### config.mk
export PLATFORM = sky130hd
export DESIGN_NAME = armleo_axi_bram_client
export DESIGN_NICKNAME = d
export VERILOG_FILES = /design/src/rtl/armleo_axi_bram_client.sv
export SDC_FILE = /design/constraint.sdc
export NUM_CORES = 1
export LEC_CHECK = 0
export ABC_AREA = 1
export BUFFER_PORTS_ARGS = -buffer_cell sky130_fd_sc_hd__buf_2
export CORE_MARGIN = 1.5
export CORE_UTILIZATION = 52
export DETAILED_ROUTE_END_ITERATION = 6
export GPL_TIMING_DRIVEN = 0
export PLACE_DENSITY_LB_ADDON = 0.1
export SETUP_SLACK_MARGIN = 0.15
export SYNTH_ARGS = -nofsm -noshare
export SYNTH_HDL_FRONTEND = slang
export SYNTH_SLANG_ARGS = --single-unit
### constraint.sdc
create_clock -name clk -period 3.49 [get_ports clk]
set_clock_uncertainty 0.15 [all_clocks]
set_input_delay 0.698 -clock clk [delete_from_list [all_inputs] [get_ports clk]]
set_output_delay 0.698 -clock clk [all_outputs]
set_load 0.005 [all_outputs]
### src/rtl/armleo_axi_bram_client.sv
// AXI4 slave that serves one transaction at a time from a single-port
// synchronous RAM. Handles FIXED/INCR/WRAP and narrow bursts, reports
// SLVERR for illegal bursts and DECERR for beats outside the RAM.
module armleo_axi_bram_client #(
  parameter int ADDR_WIDTH = 32,
  parameter int DATA_WIDTH = 32,
  parameter int ID_WIDTH   = 4,
  parameter int DEPTH      = 1024,
  localparam int DATA_STROBES = DATA_WIDTH / 8,
  localparam int MEM_AW       = $clog2(DEPTH)
) (
  input  logic                    clk,
  input  logic                    rst_n,

  input  logic                    upstream_axi_awvalid,
  output logic                    upstream_axi_awready,
  input  logic [ADDR_WIDTH-1:0]   upstream_axi_awaddr,
  input  logic [7:0]              upstream_axi_awlen,
  input  logic [2:0]              upstream_axi_awsize,
  input  logic [1:0]              upstream_axi_awburst,
  input  logic                    upstream_axi_awlock,
  input  logic [ID_WIDTH-1:0]     upstream_axi_awid,
  input  logic [2:0]              upstream_axi_awprot,

  input  logic                    upstream_axi_wvalid,
  output logic                    upstream_axi_wready,
  input  logic [DATA_WIDTH-1:0]   upstream_axi_wdata,
  input  logic [DATA_STROBES-1:0] upstream_axi_wstrb,
  input  logic                    upstream_axi_wlast,

  output logic                    upstream_axi_bvalid,
  input  logic                    upstream_axi_bready,
  output logic [1:0]              upstream_axi_bresp,
  output logic [ID_WIDTH-1:0]     upstream_axi_bid,

  input  logic                    upstream_axi_arvalid,
  output logic                    upstream_axi_arready,
  input  logic [ADDR_WIDTH-1:0]   upstream_axi_araddr,
  input  logic [7:0]              upstream_axi_arlen,
  input  logic [2:0]              upstream_axi_arsize,
  input  logic [1:0]              upstream_axi_arburst,
  input  logic                    upstream_axi_arlock,
  input  logic [ID_WIDTH-1:0]     upstream_axi_arid,
  input  logic [2:0]              upstream_axi_arprot,

  output logic                    upstream_axi_rvalid,
  input  logic                    upstream_axi_rready,
  output logic [1:0]              upstream_axi_rresp,
  output logic                    upstream_axi_rlast,
  output logic [DATA_WIDTH-1:0]   upstream_axi_rdata,
  output logic [ID_WIDTH-1:0]     upstream_axi_rid,

  output logic [MEM_AW-1:0]       mem_addr,
  output logic                    mem_read,
  output logic                    mem_write,
  output logic [DATA_WIDTH-1:0]   mem_wdata,
  output logic [DATA_STROBES-1:0] mem_wstrb,
  input  logic [DATA_WIDTH-1:0]   mem_rdata
);

  localparam int LANE_BITS = $clog2(DATA_STROBES);
  localparam logic [ADDR_WIDTH:0] ADDR_LIMIT = (ADDR_WIDTH+1)'(DEPTH * DATA_STROBES);

  localparam logic [1:0] RESP_OKAY   = 2'b00;
  localparam logic [1:0] RESP_SLVERR = 2'b10;
  localparam logic [1:0] RESP_DECERR = 2'b11;

  localparam logic [1:0] BURST_INCR = 2'b01;
  localparam logic [1:0] BURST_WRAP = 2'b10;

  typedef enum logic [2:0] {
    S_IDLE,
    S_R_ISSUE,
    S_R_VALID,
    S_W_DATA,
    S_W_RESP
  } state_t;

  // Lock and prot carry no meaning for a plain RAM.
  logic w_unused;
  assign w_unused = ^{upstream_axi_awlock, upstream_axi_awprot,
                      upstream_axi_arlock, upstream_axi_arprot};

  function automatic logic burst_illegal(input logic [7:0] len,
                                         input logic [2:0] size,
                                         input logic [1:0] burst);
    logic wrap_len_ok;
    wrap_len_ok = (len == 8'd1) || (len == 8'd3) || (len == 8'd7) || (len == 8'd15);
    return (size > 3'(LANE_BITS)) || (burst == 2'b11) ||
           ((burst == BURST_WRAP) && !wrap_len_ok);
  endfunction

  state_t                  r_state, w_state_next;
  logic [ADDR_WIDTH-1:0]   r_addr;
  logic [7:0]              r_len;
  logic [2:0]              r_size;
  logic [1:0]              r_burst;
  logic [ID_WIDTH-1:0]     r_id;
  logic                    r_err;
  logic [7:0]              r_cnt;
  logic [1:0]              r_bresp;
  logic [DATA_WIDTH-1:0]   r_rdata;
  logic                    r_rfresh;
  logic                    r_last_was_write;

  logic                    w_sel_write, w_sel_read;
  logic                    w_in_range, w_beat_ok, w_last_beat;
  logic [1:0]              w_beat_resp, w_wbeat_worst, w_bresp_next;
  logic [ADDR_WIDTH-1:0]   w_step, w_wrap_mask, w_next_addr;
  logic [MEM_AW-1:0]       w_mem_index;
  logic [DATA_WIDTH-1:0]   w_rdata_live;

  // Round-robin between channels only when both request simultaneously.
  assign w_sel_write = upstream_axi_awvalid && (!upstream_axi_arvalid || !r_last_was_write);
  assign w_sel_read  = upstream_axi_arvalid && !w_sel_write;

  assign w_in_range  = {1'b0, r_addr} < ADDR_LIMIT;
  assign w_beat_resp = r_err ? RESP_SLVERR : (w_in_range ? RESP_OKAY : RESP_DECERR);
  assign w_beat_ok   = (w_beat_resp == RESP_OKAY);
  assign w_last_beat = (r_cnt == r_len);
  assign w_mem_index = MEM_AW'(r_addr >> LANE_BITS);

  assign w_step      = ADDR_WIDTH'(1) << r_size;
  assign w_wrap_mask = ((ADDR_WIDTH'(r_len) + ADDR_WIDTH'(1)) << r_size) - ADDR_WIDTH'(1);

  // RAM data is only present the cycle after mem_read; afterwards use the held copy.
  assign w_rdata_live = r_rfresh ? (w_beat_ok ? mem_rdata : '0) : r_rdata;

  // A mismatched wlast degrades an otherwise good beat to SLVERR.
  assign w_wbeat_worst = ((upstream_axi_wlast != w_last_beat) && (w_beat_resp == RESP_OKAY))
                         ? RESP_SLVERR : w_beat_resp;
  assign w_bresp_next  = (w_wbeat_worst > r_bresp) ? w_wbeat_worst : r_bresp;

  // Address of the following beat for the latched burst type.
  always_comb begin
    // NOTE: every signal written in always_comb gets a default first so no latch is inferred.
    w_next_addr = r_addr;
    case (r_burst)
      BURST_INCR: w_next_addr = r_addr + w_step;
      BURST_WRAP: w_next_addr = (r_addr & ~w_wrap_mask) | ((r_addr + w_step) & w_wrap_mask);
      default:    w_next_addr = r_addr;
    endcase
  end

  // State register.
  always_ff @(posedge clk or negedge rst_n) begin
    // NOTE: sequential state uses non-blocking assignments so all flops update together.
    if (!rst_n) r_state <= S_IDLE;
    else        r_state <= w_state_next;
  end

  // Next-state decode and all handshake / memory outputs.
  always_comb begin
    w_state_next         = r_state;
    upstream_axi_awready = 1'b0;
    upstream_axi_arready = 1'b0;
    upstream_axi_wready  = 1'b0;
    upstream_axi_bvalid  = 1'b0;
    upstream_axi_bresp   = RESP_OKAY;
    upstream_axi_bid     = '0;
    upstream_axi_rvalid  = 1'b0;
    upstream_axi_rresp   = RESP_OKAY;
    upstream_axi_rlast   = 1'b0;
    upstream_axi_rdata   = '0;
    upstream_axi_rid     = '0;
    mem_addr             = '0;
    mem_read             = 1'b0;
    mem_write            = 1'b0;
    mem_wdata            = '0;
    mem_wstrb            = '0;
    case (r_state)
      S_IDLE: begin
        upstream_axi_awready = w_sel_write;
        upstream_axi_arready = w_sel_read;
        if (w_sel_write)     w_state_next = S_W_DATA;
        else if (w_sel_read) w_state_next = S_R_ISSUE;
      end
      S_R_ISSUE: begin
        mem_addr     = w_mem_index;
        mem_read     = w_beat_ok;
        w_state_next = S_R_VALID;
      end
      S_R_VALID: begin
        upstream_axi_rvalid = 1'b1;
        upstream_axi_rdata  = w_rdata_live;
        upstream_axi_rresp  = w_beat_resp;
        upstream_axi_rlast  = w_last_beat;
        upstream_axi_rid    = r_id;
        if (upstream_axi_rready) w_state_next = w_last_beat ? S_IDLE : S_R_ISSUE;
      end
      S_W_DATA: begin
        upstream_axi_wready = 1'b1;
        mem_addr            = w_mem_index;
        mem_wdata           = upstream_axi_wdata;
        mem_wstrb           = upstream_axi_wstrb;
        if (upstream_axi_wvalid) begin
          mem_write = w_beat_ok;
          if (w_last_beat) w_state_next = S_W_RESP;
        end
      end
      S_W_RESP: begin
        upstream_axi_bvalid = 1'b1;
        upstream_axi_bresp  = r_bresp;
        upstream_axi_bid    = r_id;
        if (upstream_axi_bready) w_state_next = S_IDLE;
      end
      default: w_state_next = S_IDLE;
    endcase
  end

  // Burst context: latch on acceptance, advance address and beat counter per beat.
  always_ff @(posedge clk or negedge rst_n) begin
    if (!rst_n) begin
      r_addr           <= '0;
      r_len            <= '0;
      r_size           <= '0;
      r_burst          <= '0;
      r_id             <= '0;
      r_err            <= 1'b0;
      r_cnt            <= '0;
      r_bresp          <= RESP_OKAY;
      r_rdata          <= '0;
      r_rfresh         <= 1'b0;
      r_last_was_write <= 1'b0;
    end else begin
      case (r_state)
        S_IDLE: begin
          r_cnt    <= '0;
          r_bresp  <= RESP_OKAY;
          r_rfresh <= 1'b0;
          if (w_sel_write) begin
            r_addr  <= upstream_axi_awaddr;
            r_len   <= upstream_axi_awlen;
            r_size  <= upstream_axi_awsize;
            r_burst <= upstream_axi_awburst;
            r_id    <= upstream_axi_awid;
            r_err   <= burst_illegal(upstream_axi_awlen, upstream_axi_awsize, upstream_axi_awburst);
          end else if (w_sel_read) begin
            r_addr  <= upstream_axi_araddr;
            r_len   <= upstream_axi_arlen;
            r_size  <= upstream_axi_arsize;
            r_burst <= upstream_axi_arburst;
            r_id    <= upstream_axi_arid;
            r_err   <= burst_illegal(upstream_axi_arlen, upstream_axi_arsize, upstream_axi_arburst);
          end
        end
        S_R_ISSUE: r_rfresh <= 1'b1;
        S_R_VALID: begin
          if (r_rfresh) begin
            r_rdata  <= w_rdata_live;
            r_rfresh <= 1'b0;
          end
          if (upstream_axi_rready) begin
            if (w_last_beat) begin
              r_last_was_write <= 1'b0;
            end else begin
              r_addr <= w_next_addr;
              r_cnt  <= r_cnt + 8'd1;
            end
          end
        end
        S_W_DATA: begin
          if (upstream_axi_wvalid) begin
            r_bresp <= w_bresp_next;
            if (!w_last_beat) begin
              r_addr <= w_next_addr;
              r_cnt  <= r_cnt + 8'd1;
            end
          end
        end
        S_W_RESP: if (upstream_axi_bready) r_last_was_write <= 1'b1;
        default: ;
      endcase
    end
  end

endmodule

==> results of run 1 <==
## stage by stage
step,hold WS (ps),utilization (%)
floorplan,252,-
global placement,317,63.8
detailed placement,323,64.0
CTS,138,67.5
global route,147,69.0
finish,125,69.0
## worst min-delay path by stage
stage	from	to	slack, ps	cells after the start
3_3_place_gp	r_rdata[16]$_DFFE_PN0P_	r_rdata[16]$_DFFE_PN0P_	320	2
4_1_cts	rst_n	r_len[5]$_DFFE_PN0P_	140	1
3_5_place_dp	r_rdata[12]$_DFFE_PN0P_	r_rdata[12]$_DFFE_PN0P_	320	2
2_1_floorplan	rst_n	asynchronous set/reset pin	250	0
5_1_grt	rst_n	r_len[7]$_DFFE_PN0P_	150	1
6_report	rst_n	r_len[5]$_DFFE_PN0P_	120	1
## synthesized netlist by cell type, types with 6 or more instances
cell / n
nand2_1: 355
nor2_1: 202
inv_1: 139
o21ai_0: 115
dfrtp_1: 97
nand3_1: 87
a21oi_1: 56
clkbuf_1: 36
nor3_1: 24
o22ai_1: 20
xor2_1: 16
ha_1: 14
inv_2: 14
nand2_2: 14
nand4_1: 12
buf_2: 11
nand3_2: 11
o21ai_1: 9
xnor2_1: 9
nor2_2: 8
o211ai_1: 6
## per-layer routing
metal | vias to the layer above | GRT usage [%]
li1 | 4809 | -
met1 | 4467 | 43.7
met2 | 368 | 60.3
met3 | 64 | 6.26
met4 | 0 | 13.2
met5 | - | 0
## final cells by class
type | count | area (um2) | area share [%]
Antenna cell | 5 | 12.5 | 0.119
Buffer | 54 | 277 | 2.64
Clock buffer | 9 | 225 | 2.15
Clock inverter | 7 | 75.1 | 0.715
Inverter | 155 | 582 | 5.54
Multi-Input combinational cell | 1004 | 5130 | 48.9
Sequential cell | 97 | 2430 | 23.2
Tap cell | 188 | 235 | 2.24
Timing Repair Buffer | 287 | 1530 | 14.5
## kinds of logic (layout without fill, tap and decap cells)
group                      after synthesis  in the layout  synth area share (%)
and+or+nand+nor                        736            736                  39.5
AOI/OAI and AO/OA                      227            227                  15.4
buffers and inverters                  209            512                  10.0
DFF                                     97             97                  29.9
xor gates and xnor gates                25             25                  2.70
adders and majority gates               15             15                  2.41
muxes                                    1              1                 0.139
other                                    0              5                     0
## where the power goes
| group | internal (W) | total (W) | switching, W |
|---|---|---|---|
| sequential | 0.00165 | 0.00210 | 0.000452 |
| clock | 0.000504 | 0.00102 | 0.000516 |
| combinational | 0.00205 | 0.00609 | 0.00405 |
## worst reg2reg max path, stage by stage, from the launching register on
cell and delay [ps]:
dfrtp_1 390, buf_2 180, buf_4 190, nor3_4 160
ha_2 210, inv_1 50, fa_1 360, inv_1 100
nand3_1 90, nand3_2 120, nand3_1 100, nand2_2 100
nand2_4 90, nor2_2 110, nand4_1 120, nor2_1 150
xor2_1 150, nand3_1 80, nand2_1 80, nand2_1 50
nand2_1 60
## timing repair
item | CTS | global route
hold buffers | 0 | 0
buffers inserted | 4 | 8
endpoints found under the hold margin | 0 | 0
cloned | 3 | 0
pin swaps | 16 | 22
resized for setup | 51 | 51
endpoints found under the setup margin | 41 | 49
==> metrics.md, run 1 <==
| Metric | Value |
|---|---|
| Vias in the first global route | a little under 9000 |
| Num CTS Buffers | 9 |
| Tcrit/Tclk final | 98.2% |
| Die width | 128 um |
| Clock Tree Root | clkbuf_16 |
| Max_slew headroom | 53.3% |
| Place WS | -148 ps |
| Synthesized cell area | 8110 um2 |
| IR Drop Worst-Case VDD | 0.424 mV |
| Grt total ovfl | 0 |
| Synth top area share | between 20% and 30% |
| Clk Latency, worst-skew pair | approximately 360 ps |
| Commonest non-fill, non-tap cell in the layout | nand2_1 |
| Ys flop type | dfrtp_1 |
| LEAKAGE | 5.51 nW |
| Layout Cells excl Fill | 1806 |
| Async S/R FF share, synth | 100% |
| Worst-margin pin slew | 698 ps |
| Reg-to-reg slack, setup | around 350 ps |
| Largest net degree at the start of global routing | 70 |
| Stages on worst setup path | 12 |
| Gpl congestion | 0.948 |
| Crit path max fanout | 8 |
| CP bufs+invs | 4 |
| Gate Count Post-Synth | approximately 1300 |
| Highest metal used | met4 |
| CTS tree | done |
| Most frequent cells in the layout | nand2_1 (333), buf_2 (274), nor2_1 (200), inv_1 (138), o21ai_0 (111) |
| Endpoints failing hold | 0 |
| ANT nets after route | 0 |
| RSZ-0062 raised after global routing | true |
| WL per Instance | 16.0 um |
| Worst Setup End Kind | primary output |
| Routed vias/inst | ~5.4 |
| P&R area growth vs syn | 29.4% |
| Placed cells | 1770 |
| Placed inst area | about 9700 um2 |
| First-pass iteration count of the detailed router | 7 |
| Met3 Wirelength | 1.93 mm |
| Synth warn | 0 |
| Number of I/O port buffers | 271 |
| WP data required | 2640 ps |
| Fillers | 1427 |
| CP Launch Type | register |
| Mean post-synth cell area | 6.19 um2 |
| Post-route worst setup slack | 64.5 ps |
| Core area | 15200 um2 |
| Pwr dens | 878 nW/um2 |
| Nets | 1805 |
| Final Critical Period | 3430 ps |
| Vias | 9708 |
| Crit path DAT | 2580 ps |
| Power Total | 0.00921 W |
| Number of synthesized flops with an enable pin | 0 |
| Delay-heaviest family, CP | simple AND/OR/NAND/NOR gates |
| Standard-cell rows | 45 |
| Clk sinks | 97 |
| Finish-stage setup viols | 0 |
| First-pass GRT wire length | 44.6 mm |
| GRT Overall Usage | between 30% and 40% |
| Yosys reg bits | 97 |
| Critical Path, Cell by Cell | nor4_4 -> nand3_1 -> nor3_2 -> nand4_1 -> nor2_1 -> inv_2 -> nor2_4 -> buf_12 -> buf_8 -> nand2_1 -> a21oi_1 -> buf_2 |
| Final Max Slew Viols | 0 |
| Initial drt markers | 776 |
| Synth area leaders | dfrtp_1 (30%), nand2_1 (16%), nor2_1 (9.4%) |
| Metal2 WL | 14.1 mm |
| Reg2reg path depth | 20 |
| Layout cells sized above 1 | 27.5% |
| F_max | 292 MHz |
| Status | finished clean |
| Post-synth top area cell | dfrtp_1 |
| Seq/Total Area, Yosys | 29.9% |
| Initial antenna violation count | 5 |
| Final wirelength | 28.8 mm |
| Reg2reg start | r_size[1]$_DFFE_PN0P_ |
| Reg clk slew, reported paths | 70 ps |
| Min-Delay Path Class | input port to asynchronous set/reset pin |
| Hpwl dp | ~22 mm |
| Initial core utilization | between 50 and 60% |
| Die area | 16300 um2 |
| Clock Tree Buf Depth | 2 |
| Final Cell Area | between 10000 and 15000 um2 |
| Setup TNS | 0 ps |
| Syn nets | about 1500 |
| DRC | 0 |
| H-tree depth | 3 |
| CP Class | register to primary output |
| Worst setup path end | upstream_axi_rdata[9] |
| M1 wire length | 11.9 mm |
| Max cap viols | 0 |
| Slowest cell on the critical path | dfrtp_2 |
| Die Ht | ~130 um |
| Delay of the slowest critical-path stage | between 400 and 500 ps |
| I/O pins | 280 |
| Yosys cell types | 51 |
Power figures use the tool's default switching activity.
==> inputs of run 2 (changes only) <==
Settings changed: RECOVER_POWER set to 25.
==> metrics.md, run 2 (synthesis gave the netlist of run 1 again) <==
| Metric | Value |
|---|---|
| Delay of the slowest critical-path stage | 430 ps (about the same) |
| CTS tree | done |
| Final wirelength | 28.8 mm (about the same) |
| Failing checks | capacitance limit, slew limit |
| IR Drop Worst-Case VDD | 0.426 mV (+0.52%) |
| I/O pins | 280 (unchanged) |
| Vias | 9759 (+0.53%) |
| Vias in the first global route | 8761 (unchanged) |
| Pwr dens | 880 nW/um2 (+0.18%) |
| Die Ht | 128 um (unchanged) |
| Hpwl dp | 22.5 mm (unchanged) |
| Worst-margin pin slew | 1720 ps (+1020 ps) |
| RSZ-0062 raised after global routing | true |
| Min-Delay Path Class | register to register |
| Gpl congestion | 0.948 (unchanged) |
| Clk sinks | 97 (unchanged) |
| Grt total ovfl | 0 (unchanged) |
| WP data required | 2640 ps (about the same) |
| Clock Tree Buf Depth | 2 (unchanged) |
| Post-route worst setup slack | 36.4 ps (-28.1 ps) |
| Routed vias/inst | 5.40 (+0.53%) |
| Place WS | -148 ps (unchanged) |
| F_max | 290 MHz (-0.81%) |
| Die width | 128 um (unchanged) |
| Met2 global-route usage | 60.3% (unchanged) |
| Status | finished with violations |
| Reg clk slew, reported paths | 80 ps (about the same) |
| Tcrit/Tclk final | 99.0% (+0.81 points) |
| CP bufs+invs | 4 (unchanged) |
| Initial drt markers | 718 (-7.5%) |
| Crit path max fanout | 8 (unchanged) |
| Reg2reg start | r_size[1]$_DFFE_PN0P_ |
| Met3 usage in global routing | 6.26% (unchanged) |
| First-pass iteration count of the detailed router | 6 (-1) |
| GRT Overall Usage | 35.0% (unchanged) |
| WL per Instance | 15.9 um (about the same) |
| Clk Latency, worst-skew pair | 360 ps (about the same) |
| ANT nets after route | 0 (unchanged) |
| Met1 Use GR | 43.7% (unchanged) |
| Hold EP | r_rdata[0]$_DFFE_PN0P_ |
| Core area | 15200 um2 (unchanged) |
| First-pass GRT wire length | 44.6 mm (unchanged) |
| H-tree depth | 3 (unchanged) |
| Finish-stage setup viols | 0 (unchanged) |
| Num CTS Buffers | 9 (unchanged) |
| Initial core utilization | 53.3% (unchanged) |
| Layout cells sized above 1 | 27.5% (-0.062 points) |
| Commonest non-fill, non-tap cell in the layout | nand2_1 |
| Delay-heaviest family, CP | simple AND/OR/NAND/NOR gates |
| Worst Setup End Kind | primary output |
| Hold Crit Start | r_rdata[0]$_DFFE_PN0P_ |
| Busiest grt layer | met2 |
| Reg2reg path depth | 20 (unchanged) |
| Die area | 16300 um2 (unchanged) |
| Area of the multi-input gates | 5130 um2 (unchanged) |
| Min-Delay Path Depth | 2 |
| Max_slew headroom | -14.6% (-68 points) |
| Reg-to-reg slack, setup | 350 ps (about the same) |
| Clock Tree Root | clkbuf_16 |
| Final Max Slew Viols | 30 (+30) |
| Number of I/O port buffers | 271 (unchanged) |
| DRC | 0 (unchanged) |
| CP Class | register to primary output |
| Slowest cell on the critical path | dfrtp_2 |
| Initial antenna violation count | 5 (unchanged) |
| Final Critical Period | 3450 ps (+28.1 ps) |
| CP Launch Type | register |
| Nets | 1805 (unchanged) |
| LEAKAGE | 5.50 nW (-0.21%) |
| P&R area growth vs syn | 29.1% |
| Endpoints failing hold | 0 (unchanged) |
| WHS | 343 ps (+218 ps) |
| Max cap viols | 1 (+1) |
| Critical Path, Cell by Cell | nor4_4 -> nand3_1 -> nor3_2 -> nand4_1 -> nor2_1 -> inv_2 -> nor2_4 -> buf_12 -> buf_8 -> nand2_1 -> a21oi_1 -> buf_2 |
| FF+latch area | 2430 um2 (unchanged) |
| Most frequent cells in the layout | nand2_1 (333), buf_2 (274), nor2_1 (200), inv_1 (138), o21ai_0 (111) |
| Fillers | 1430 (+0.21%) |
| Crit path DAT | 2610 ps (+30 ps) |
| Largest net degree at the start of global routing | 70 (unchanged) |
| Standard-cell rows | 45 (unchanged) |
-- run 2: per-stage QoR --
step	utilization [%]	power (W)	instances	instance area [um2]	setup TNS (ps)
2_1_floorplan	-	0.00622	1310	8110	0
3_3_place_gp	63.8	0.00778	1769	9700	-153
3_5_place_dp	64.0	0.00788	1770	9730	-319
4_1_cts	67.5	0.00900	1793	10300	0
5_1_grt	68.8	0.0101	1804	10500	-1130
6_report	68.9	0.00921	1806	10500	0
-- run 2: worst max path at each step --
stage | endpoint | slack (ps) | depth (start not counted)
floorplan | register | 460 | 19
global placement | register | -70 | 19
detailed placement | register | -150 | 19
CTS | upstream_axi_rdata[14] | 10 | 12
global route | upstream_axi_rdata[6] | -50 | 12
finish | upstream_axi_rdata[9] | 40 | 12
-- run 2: worst reg2reg max path, cell delays in order (launching register included) --
cell and delay (ps):
dfrtp_1 390, buf_2 180, buf_4 190, nor3_4 160
ha_2 210, inv_1 50, fa_1 360, inv_1 100
nand3_1 90, nand3_2 120, nand3_1 100, nand2_2 100
nand2_4 80, nor2_2 110, nand4_1 120, nor2_1 150
xor2_1 150, nand3_1 80, nand2_1 90, nand2_1 50
nand2_1 60
-- run 2: power breakdown --
part | switching, W | leakage, nW | total [W] | internal (W)
sequential | 0.000452 | 1.23 | 0.00210 | 0.00165
clock | 0.000513 | 0.142 | 0.00102 | 0.000504
combinational | 0.00405 | 4.12 | 0.00609 | 0.00204
total | 0.00501 | 5.50 | 0.00921 | 0.00419
-- run 2: what timing repair did --
item                                    CTS  global route
setup buffers                             4             8
endpoints found under the setup margin   41            49
hold buffers                              0             0
gates cloned                              3             0
pin swaps                                16            22
gates resized for setup                  51            51
-- run 2: layout make-up --
| type | count | area share (%) |
|---|---|---|
| antenna | 5 | 0.120 |
| buffer | 54 | 2.64 |
| clock buffer | 9 | 2.15 |
| clock inverter | 7 | 0.717 |
| inverter | 155 | 5.56 |
| multi-input combinational | 1004 | 49.0 |
| sequential | 97 | 23.2 |
| tap | 188 | 2.25 |
| timing repair buffer | 287 | 14.4 |
-- run 2: metal layers --
metal / share of wire, % / vias up
li1: - / 4815
met1: 41 / 4508
met2: 49 / 376
met3: 6.4 / 60
met4: 3.3 / 0
met5: 0 / -
==> inputs of run 3 (changes only) <==
Settings changed: CORE_UTILIZATION 52 to 47.
Clock period 3.49 ns to 3.1 ns, I/O delays scaled along.
==> metrics.md, run 3 (synthesis gave the netlist of run 1 again) <==
| Metric | Value |
|---|---|
| Layout Cells excl Fill | 1863 (+3.2%) |
| LEAKAGE | 5.64 nW (+2.5%) |
| Initial drt markers | 745 (+3.8%) |
| Delay of the slowest critical-path stage | 440 ps (about the same) |
| Clock Tree Buf Depth | 2 (unchanged) |
| Clock power share | 11.4% (+0.4 points) |
| Final Critical Period | 3420 ps |
| Final Max Slew Viols | 31 (+3.3%) |
| Hpwl dp | 22.4 mm (-0.25%) |
| Worst Setup End Kind | primary output |
| # hold bufs at CTS | 0 (unchanged) |
| Clock Tree Root | clkbuf_16 |
| Standard-cell rows | 47 (+4.4%) |
| Placed cells | 1802 (+1.8%) |
| CTS tree | done |
| Pwr dens | 1020 nW/um2 (+16%) |
| CP Class | register to primary output |
| Finish-stage setup viols | 35 (+35) |
| Tcrit/Tclk final | 110% |
| Failing checks | capacitance limit, slew limit, setup timing |
| Final wirelength | 30.2 mm (+4.9%) |
| Reg clk slew, reported paths | 80 ps (about the same) |
| Clk sinks | 97 (unchanged) |
| Largest net degree at the start of global routing | 69 (-1.4%) |
| Status | finished with violations |
| Vias in the first global route | 9211 (+5.1%) |
| Min-Delay Path Class | register to register |
| Place WS | -383 ps (-234 ps) |
| GRT Overall Usage | 31.9% (-3.1 points) |
| Routed vias/inst | 5.37 (-0.68%) |
| Gpl congestion | 1.01 (+7.0%) |
| ANT nets after route | 0 (unchanged) |
| Switch Pwr | 0.00602 W (+20%) |
| Crit path max fanout | 7 (-1) |
| Max_slew headroom | -17.4% (-2.8 points) |
| WP data required | 2330 ps (-310 ps) |
| Clk Latency, worst-skew pair | 370 ps (about the same) |
| Endpoints failing hold | 0 (unchanged) |
| Final core utilization | 65.6% (-3.3 points) |
| Switching share of total power | 53.8% (-0.61 points) |
| Grt total ovfl | 0 (unchanged) |
| Crit path DAT | 2650 ps (+40 ps) |
| Initial core utilization | 48.5% (-4.8 points) |
| First-pass GRT wire length | 45.3 mm (+1.5%) |
| Post-route worst setup slack | -319 ps (-355 ps) |
| Number of I/O port buffers | 271 (unchanged) |
| WHS | 344 ps (+1.44 ps) |
| Die Ht | 134 um (+5.1%) |
| Max cap viols | 1 (unchanged) |
| First-pass iteration count of the detailed router | 6 (unchanged) |
| Combinational power share | 67.2% (+1.0 points) |
| Hold Crit Start | r_rdata[26]$_DFFE_PN0P_ |
| H-tree depth | 3 (unchanged) |
| WL per Instance | 16.2 um (+1.7%) |
| P&R area growth vs syn | 35.1% |
| Core area | 16700 um2 (+9.9%) |
| Die width | 134 um (+5.1%) |
| RSZ-0062 raised after global routing | true |
| Final Cell Area | 11000 um2 (+4.6%) |
| Die area | 18000 um2 (+10%) |
| Slowest cell on the critical path | dfrtp_2 |
| Placed inst area | 9780 um2 (+0.53%) |
| Layout cells sized above 1 | 31.2% (+3.7 points) |
| I/O pins | 280 (unchanged) |
| Internal | 0.00516 W (+23%) |
| Nets | 1827 (+1.2%) |
| Initial antenna violation count | 9 (+4) |
| Commonest non-fill, non-tap cell in the layout | nand2_1 |
| IR Drop Worst-Case VDD | 0.509 mV (+19%) |
| Most frequent cells in the layout | nand2_1 (332), buf_2 (274), nor2_1 (191), inv_1 (133), o21ai_0 (105) |
| Critical Path, Cell by Cell | nor4_4 -> nand3_1 -> nor3_2 -> nand4_1 -> nor2_2 -> inv_2 -> nor2_4 -> buf_12 -> buf_6 -> nand2_1 -> a21oi_2 -> buf_2 |
| Vias | 9999 (+2.5%) |
| DRC | 0 (unchanged) |
| Worst-margin pin slew | 1760 ps (+42.4 ps) |
| CP Launch Type | register |
| F_max | roughly 300 MHz |
| Seq pwr share | 21.4% (-1.4 points) |
| Num CTS Buffers | 9 (unchanged) |
==> run 3: cell types whose count changed in the layout (fill, tap and decap cells not counted), sizes merged <==
cell / change
buf: +23
diode: +3
bufinv: +1
clkbuf: -1
clkinv: -1
clkinvlp: -1
inv: +1
==> run 3: power by group through the flow <==
stage | Clock (W) | Sequential, W | Combinational, W
2_1_floorplan | 0 | 0.00221 | 0.00480
3_3_place_gp | 0 | 0.00235 | 0.00644
3_5_place_dp | 0 | 0.00236 | 0.00655
4_1_cts | 0.00127 | 0.00235 | 0.00683
5_1_grt | 0.00132 | 0.00244 | 0.00833
6_report | 0.00127 | 0.00240 | 0.00751
==> run 3: final cells by class <==
| type | instances | area, um2 |
|---|---|---|
| repair buffers | 309 | 1680 |
| plain buffers | 54 | 315 |
| diodes | 8 | 20.0 |
| inverters | 155 | 584 |
| multi-input cells | 1004 | 5310 |
| flip-flops and latches | 97 | 2430 |
| well taps | 220 | 275 |
| clock buffers | 9 | 225 |
| fillers | 1611 | 5750 |
| clock inverters | 7 | 108 |
==> run 3: what timing repair did <==
| action | in CTS | in global routing |
|---|---|---|
| pin swaps | 14 | 42 |
| endpoints found under the hold margin | 0 | 0 |
| resized for setup | 58 | 108 |
| endpoints found under the setup margin | 61 | 93 |
| setup buffers | 12 | 20 |
| gates cloned | 1 | 4 |
==> run 3: through the flow <==
step                TNS [ps]  power [W]
global route          -18860     0.0121
global placement       -8840    0.00878
detailed placement     -8580    0.00891
floorplan                  0    0.00701
finish                 -8360     0.0112
CTS                    -8280     0.0105
==> run 3: layer usage <==
layer,track usage [%],part of all wire [%],vias up,wire (um)
li1,-,-,4868,-
met1,39.2,41,4666,12300
met2,54.0,49,393,14800
met3,6.20,6.9,68,2080
met4,14.3,3.4,4,1020
met5,0,0.076,-,23
==> run 3: final timing paths <==
check | slack (ps) | endpoint | depth (start not counted)
worst max-delay path | -320 | upstream_axi_rdata[2] | 12
worst min-delay path | 340 | r_rdata[26]$_DFFE_PN0P_ | 2
worst max register to register | 30 | r_bresp[0]$_DFFE_PN0P_ | 17
worst min register to register | 340 | r_rdata[26]$_DFFE_PN0P_ | 2
max in group asynchronous | 320 | r_len[0]$_DFFE_PN0P_ | 2
min in group asynchronous | 560 | r_len[5]$_DFFE_PN0P_ | 1
==> run 3: critical path: cells and delay by family (launching register included) <==
family / cells / cell delay, ps
and+or+nand+nor: 7 / 1180
buffers and inverters: 4 / 480
DFF: 1 / 440
AOI/OAI and AO/OA: 1 / 160
